[config.mk]
export PLATFORM = sky130hd
export DESIGN_NAME = noc_local_ni
export DESIGN_NICKNAME = d
export VERILOG_FILES = /design/src/rtl/noc_local_ni.sv
export SDC_FILE = /design/constraint.sdc
export NUM_CORES = 1
export LEC_CHECK = 0
export ABC_AREA = 1
export CAP_MARGIN = 10
export CORE_AREA = 3 3 151 153
export DETAILED_ROUTE_END_ITERATION = 16
export DIE_AREA = 0 0 154 156
export MAX_ROUTING_LAYER = met4
export PLACE_DENSITY = 0.79
export SLEW_MARGIN = 20
export SYNTH_ARGS = -nofsm -noshare
export SYNTH_HDL_FRONTEND = slang
export SYNTH_SLANG_ARGS = --single-unit
[constraint.sdc]
create_clock -name clk -period 8.8 [get_ports clk]
set_clock_uncertainty 0.1 [all_clocks]
set_input_delay 1.76 -clock clk [delete_from_list [all_inputs] [get_ports clk]]
set_output_delay 1.76 -clock clk [all_outputs]
set_load 0.02 [all_outputs]
[src/rtl/noc_local_ni.sv]
// noc_local_ni: local network interface on the L port of a mesh router.
//
// TX side: packs core requests into flits {src, dst, timestamp, data, type}. It queues them
// in a QDEPTH-entry circular buffer and injects the head on the router local input. Injection
// is gated combinationally by `full` and the router's local-FIFO pressure.
// RX side: captures every ejected flit and presents the unpacked fields for one cycle. It also
// reports transit latency (mod 256) and a misroute flag, and keeps saturating traffic counters.
//
// Ports
//   clk, rst                      clock, synchronous active-high reset
//   tx_valid / tx_ready           core request handshake (tx_ready = queue not full)
//   tx_dst, tx_payload, tx_type   request fields
//   L_data_in, L_valid_in         flit to router local input
//   full, L_pressure              router local FIFO full flag / occupancy
//   L_data_out, L_valid_out       flit ejected by router (no backpressure)
//   rx_valid, rx_src, rx_payload, rx_type, rx_latency, rx_misroute   unpacked RX flit
//   tx_count, rx_count, err_count saturating 16-bit traffic counters
module noc_local_ni #(
   parameter int unsigned DATASIZE = 40,
   parameter int unsigned WIDTH    = 3,
   parameter logic [3:0]  NODE_ID  = 4'hC,
   parameter int unsigned QDEPTH   = 4,
   parameter int unsigned PRESS_TH = 6
) (
   input  logic                clk,
   input  logic                rst,
   input  logic                tx_valid,
   output logic                tx_ready,
   input  logic [3:0]          tx_dst,
   input  logic [21:0]         tx_payload,
   input  logic [1:0]          tx_type,
   output logic [DATASIZE-1:0] L_data_in,
   output logic                L_valid_in,
   input  logic                full,
   input  logic [WIDTH:0]      L_pressure,
   input  logic [DATASIZE-1:0] L_data_out,
   input  logic                L_valid_out,
   output logic                rx_valid,
   output logic [3:0]          rx_src,
   output logic [21:0]         rx_payload,
   output logic [1:0]          rx_type,
   output logic [7:0]          rx_latency,
   output logic                rx_misroute,
   output logic [15:0]         tx_count,
   output logic [15:0]         rx_count,
   output logic [15:0]         err_count
);

   // QDEPTH is a power of two (>= 2), so the pointers wrap naturally.
   localparam int unsigned PtrW = $clog2(QDEPTH);
   localparam int unsigned CntW = $clog2(QDEPTH) + 1;
   localparam logic [CntW-1:0] DepthC  = CntW'(QDEPTH);
   localparam logic [WIDTH:0]  PressTh = (WIDTH+1)'(PRESS_TH);

   typedef enum logic [1:0] {StIdle, StSend, StHold} state_e;

   logic [DATASIZE-1:0] mem_q [QDEPTH];
   logic [PtrW-1:0]     wr_ptr_q, rd_ptr_q;
   logic [CntW-1:0]     count_q;
   logic [7:0]          ts_now_q;
   logic                head_valid, push, pop;
   logic [DATASIZE-1:0] flit_in;
   state_e              state;

   assign head_valid = (count_q != '0);
   // No bypass: a full queue refuses a push even when the head leaves this cycle.
   assign tx_ready   = (count_q < DepthC);
   assign push       = tx_valid & tx_ready;
   assign flit_in    = DATASIZE'({NODE_ID, tx_dst, ts_now_q, tx_payload, tx_type});

   // Injection state is a pure function of the registered occupancy and the live router
   // inputs, so a rising `full` or pressure blocks injection in the same cycle.
   always_comb begin
      state = StIdle;
      if (head_valid) begin
         if (!full && (L_pressure < PressTh)) state = StSend;
         else                                 state = StHold;
      end
   end

   assign L_valid_in = (state == StSend);
   assign pop        = L_valid_in;
   assign L_data_in  = head_valid ? mem_q[rd_ptr_q] : '0;

   // Queue storage needs no reset; occupancy is tracked by count_q.
   always_ff @(posedge clk) begin
      if (push) mem_q[wr_ptr_q] <= flit_in;
   end

   always_ff @(posedge clk) begin
      if (rst) begin
         wr_ptr_q <= '0;
         rd_ptr_q <= '0;
         count_q  <= '0;
         ts_now_q <= '0;
         tx_count <= '0;
      end else begin
         ts_now_q <= ts_now_q + 8'd1;
         if (push) wr_ptr_q <= wr_ptr_q + PtrW'(1);
         if (pop)  rd_ptr_q <= rd_ptr_q + PtrW'(1);
         if (push && !pop)      count_q <= count_q + CntW'(1);
         else if (pop && !push) count_q <= count_q - CntW'(1);
         if (pop && (tx_count != 16'hFFFF)) tx_count <= tx_count + 16'd1;
      end
   end

   // RX capture: fields are presented for exactly the cycle after L_valid_out is sampled.
   always_ff @(posedge clk) begin
      if (rst) begin
         rx_valid    <= 1'b0;
         rx_src      <= '0;
         rx_payload  <= '0;
         rx_type     <= '0;
         rx_latency  <= '0;
         rx_misroute <= 1'b0;
         rx_count    <= '0;
         err_count   <= '0;
      end else begin
         rx_valid    <= L_valid_out;
         rx_misroute <= L_valid_out && (L_data_out[35:32] != NODE_ID);
         if (L_valid_out) begin
            rx_src     <= L_data_out[39:36];
            rx_payload <= L_data_out[23:2];
            rx_type    <= L_data_out[1:0];
            rx_latency <= ts_now_q - L_data_out[31:24];
            if (rx_count != 16'hFFFF) rx_count <= rx_count + 16'd1;
            if ((L_data_out[35:32] != NODE_ID) && (err_count != 16'hFFFF)) begin
               err_count <= err_count + 16'd1;
            end
         end
      end
   end

endmodule

==> qor.yml <==
place:
  gp_congestion: 0.851
  placed_area_sq_um: 12900
  io_buffer_count: 201
  place_ws_ns: 3.54
  dpl.hpwl_microns: 15300
global_route:
  grt_pass1_vias: 8367
  overflow: 0
  antenna_found_initial: 0
  grt_usage_pct: 20.7
  grt_pass1_wl_microns: 40100
  grt_max_degree: 74
pwr:
  swShare_pct: 28.1
  p_seq_share_pct: 43.6
  vdd_drop_max_mv: 0.188
  power_switching_mw: 0.868
  powerDensity_nw_per_um2: 224
  p_clk_share_pct: 34.9
  comb_power_share_pct: 21.5
  internal_power_mw: 2.22
  p_leak_nw: 5.07
status:
  outcome: "completed"
layout:
  finish.instance_area_sq_um: 13800
  drive_gt1_share_pct: 5.33
  fin_nets: 1465
  antenna_cells: 0
  area_delta_synth_final_pct: 28.3
  n_fill_cell: 1740
  multi_input_area_sq_um: 3790
  seq_area_sq_um: 6390
sta:
  final_hold_viol_count: 0
  fin_crit_ns: 5.44
  slew_headroom_pct: 32.3
  finalSetupViolCount: 0
  rsz0062_at_grt: "false"
  fin_ws_ns: 3.36
  fmax_mhz: 184
  report.final.slew_viol_count: 0
  worst_slew_pin_slew_ns: 1.01
  fin_crit_sh_pct: 61.9
  finalSetupTns_ns: 0
cts:
  cts_resized: 0
  cts_hold_buf: 0
  clk_latency_ns: 0.52
  cts-root-buf: "clkbuf_16"
  clk_path_buf_depth: 3
  cts_num_sinks: 247
  post_cts_buffers: 0
  clk_pin_slew_ns: 0.06
  htreeDepth: 1
  cts_tree: "yes"
  cts_buffers: 25
synth:
  yosys_warnings: 0
  ys_ff_latch: 247
  synth_area_sq_um: 10700
  yosysMostFrequentCell: "nor2_1"
  postSynth.asyncResetShare_pct: 0
  synth_cells: 1185
  synth_cell_types: 35
  synth.avg_cell_area_sq_um: 9.05
  synth_common_cells: "nor2_1, nand2_1, edfxtp_1, o21ai_0, dfxtp_1"
  ys_seq_area_share_pct: 59.6
  synth_ff_type: "edfxtp_1"
  yosysTopAreaCell: "edfxtp_1"
  synth_top_area_share_pct: 40.3
  synth_edf_count: 144
  synth.area.top_cells: "edfxtp_1, dfxtp_1, nor2_1"
floorplan:
  core_area_sq_um: 21700
  rows: 54
  design.die.area_sq_um: 24000
  io_pins: 205
  die_w_microns: 154
  fp.dieH_microns: 156
  start_util_pct: 49.4
routing:
  drtIter0Drc: 478
  routed_wl_microns: 25000
  wire_per_inst_microns: 15.0
  dr.pass1.iters: 4
  vias: 8530
  ant_nets: 0
  drt_drc_violations_left: 0
  viasPerCell: 5.11
flow_run:
  drv_cap: 0
critical_path:
  cp-end-kind: "output pin"
  rrSetupSlack_ns: 6.62
  critical_path_class: "reg -> out"
  startpoint_type: "flop"
  critPathArrivalTime_ns: 3.58
  path_max_fanout: 73
  critPathRequiredTime_ns: 6.94
hold_path:
  hold_path.class: "reg -> reg"
==> sequential cells by signal, summed over array words and instances (netlist names), 2 cells and up, named ones only <==
| name | flops |
|---|---|
| rx_latency | 8 |
| rx_payload | 22 |
| mem_q | 144 |
| rx_type | 2 |
| tx_count | 16 |
| rd_ptr_q | 2 |
| err_count | 16 |
| wr_ptr_q | 2 |
| count_q | 3 |
| rx_count | 16 |
| ts_now_q | 8 |
| rx_src | 4 |
==> cells by family (layout without fill, tap and decap cells) <==
logic type               after synthesis  after routing  synth area share [%]
flip-flops                           247            247                  59.6
buffers and inverters                135            338                  5.39
XOR/XNOR                              19             19                  1.55
adder cells (fa/ha/maj)               18             18                  2.24
AO/OA/AOI/OAI                        213            213                  10.1
AND/OR/NAND/NOR                      552            552                  21.1
other                                  1              2                0.0350
==> layout by cell type (no fill, tap or decap), types with 2 or more instances in the layout <==
cell type and n:
clkbuf_16 25, dfxtp_1 102, nand3_2 2, nand2_2 4, and2_1 2, edfxtp_1 144, nor3_1 6, nand2_1 164
clkinv_1 6, xnor2_1 8, nor2_1 296, nand2_4 2, clkinvlp_4 2, xor2_1 11, conb_1 2, fa_1 2
nand3_1 48, a21oi_1 90, o21ai_0 115, nor2_4 6, clkdlybuf4s50_1 201, nand3b_1 2, buf_4 10, ha_1 16
o21ai_1 6, clkbuf_1 5, clkinv_2 4, inv_6 3, nor2_2 6, nand4_1 12, inv_1 77, bufinv_16 4
==> cell type report <==
cell class / instances / share of cell area [%]
sequential: 247 / 46.4
timing repair buffer: 211 / 15.2
tap: 280 / 2.55
clock inverter: 16 / 1.39
clock buffer: 30 / 4.68
multi-input combinational: 804 / 27.6
inverter: 81 / 2.22
==> final timing paths <==
check	depth (start not counted)	startpoint	endpoint
setup / recovery	5	flop	L_data_in[27]
hold / removal	2	rd_ptr_q[1]	flop
setup reg to reg	10	count_q[2]	count_q[2]
hold reg to reg	2	rd_ptr_q[1]	flop
==> stage by stage <==
stage / power [mW] / utilization, % / hold slack [ns] / std cells
after floorplan: 1.73 / - / 0.336 / 1186
after CTS: 3.11 / 63.4 / 0.385 / 1669
after detailed placement: 2.04 / 59.6 / 0.363 / 1623
after global routing: 3.22 / 63.4 / 0.407 / 1669
final: 3.08 / 63.4 / 0.383 / 1669
after global placement: 2.02 / 59.6 / 0.355 / 1623
==> critical path, stage by stage (launching register included) <==
cell and delay [ns]:
dfxtp_2 0.31, buf_4 0.59, clkinv_2 0.92, o21ai_0 0.44
a21oi_1 0.16, clkdlybuf4s50_1 0.60
==> power groups by stage <==
stage | logic (mW) | registers (mW) | clock network (mW)
global placement | 0.659 | 1.37 | 0
finish | 0.662 | 1.34 | 1.08
floorplan | 0.347 | 1.38 | 0
CTS | 0.670 | 1.34 | 1.10
global route | 0.721 | 1.35 | 1.15
detailed placement | 0.667 | 1.37 | 0
==> routing by layer <==
layer	track usage, %	vias to the layer above	part of all wire, %
met5	-	-	0
met2	34.9	257	48
met3	5.46	36	8.6
met1	25.2	3947	42
met4	4.96	0	1.7
li1	-	4290	-
No activity file was read; power rests on OpenSTA's default activity.
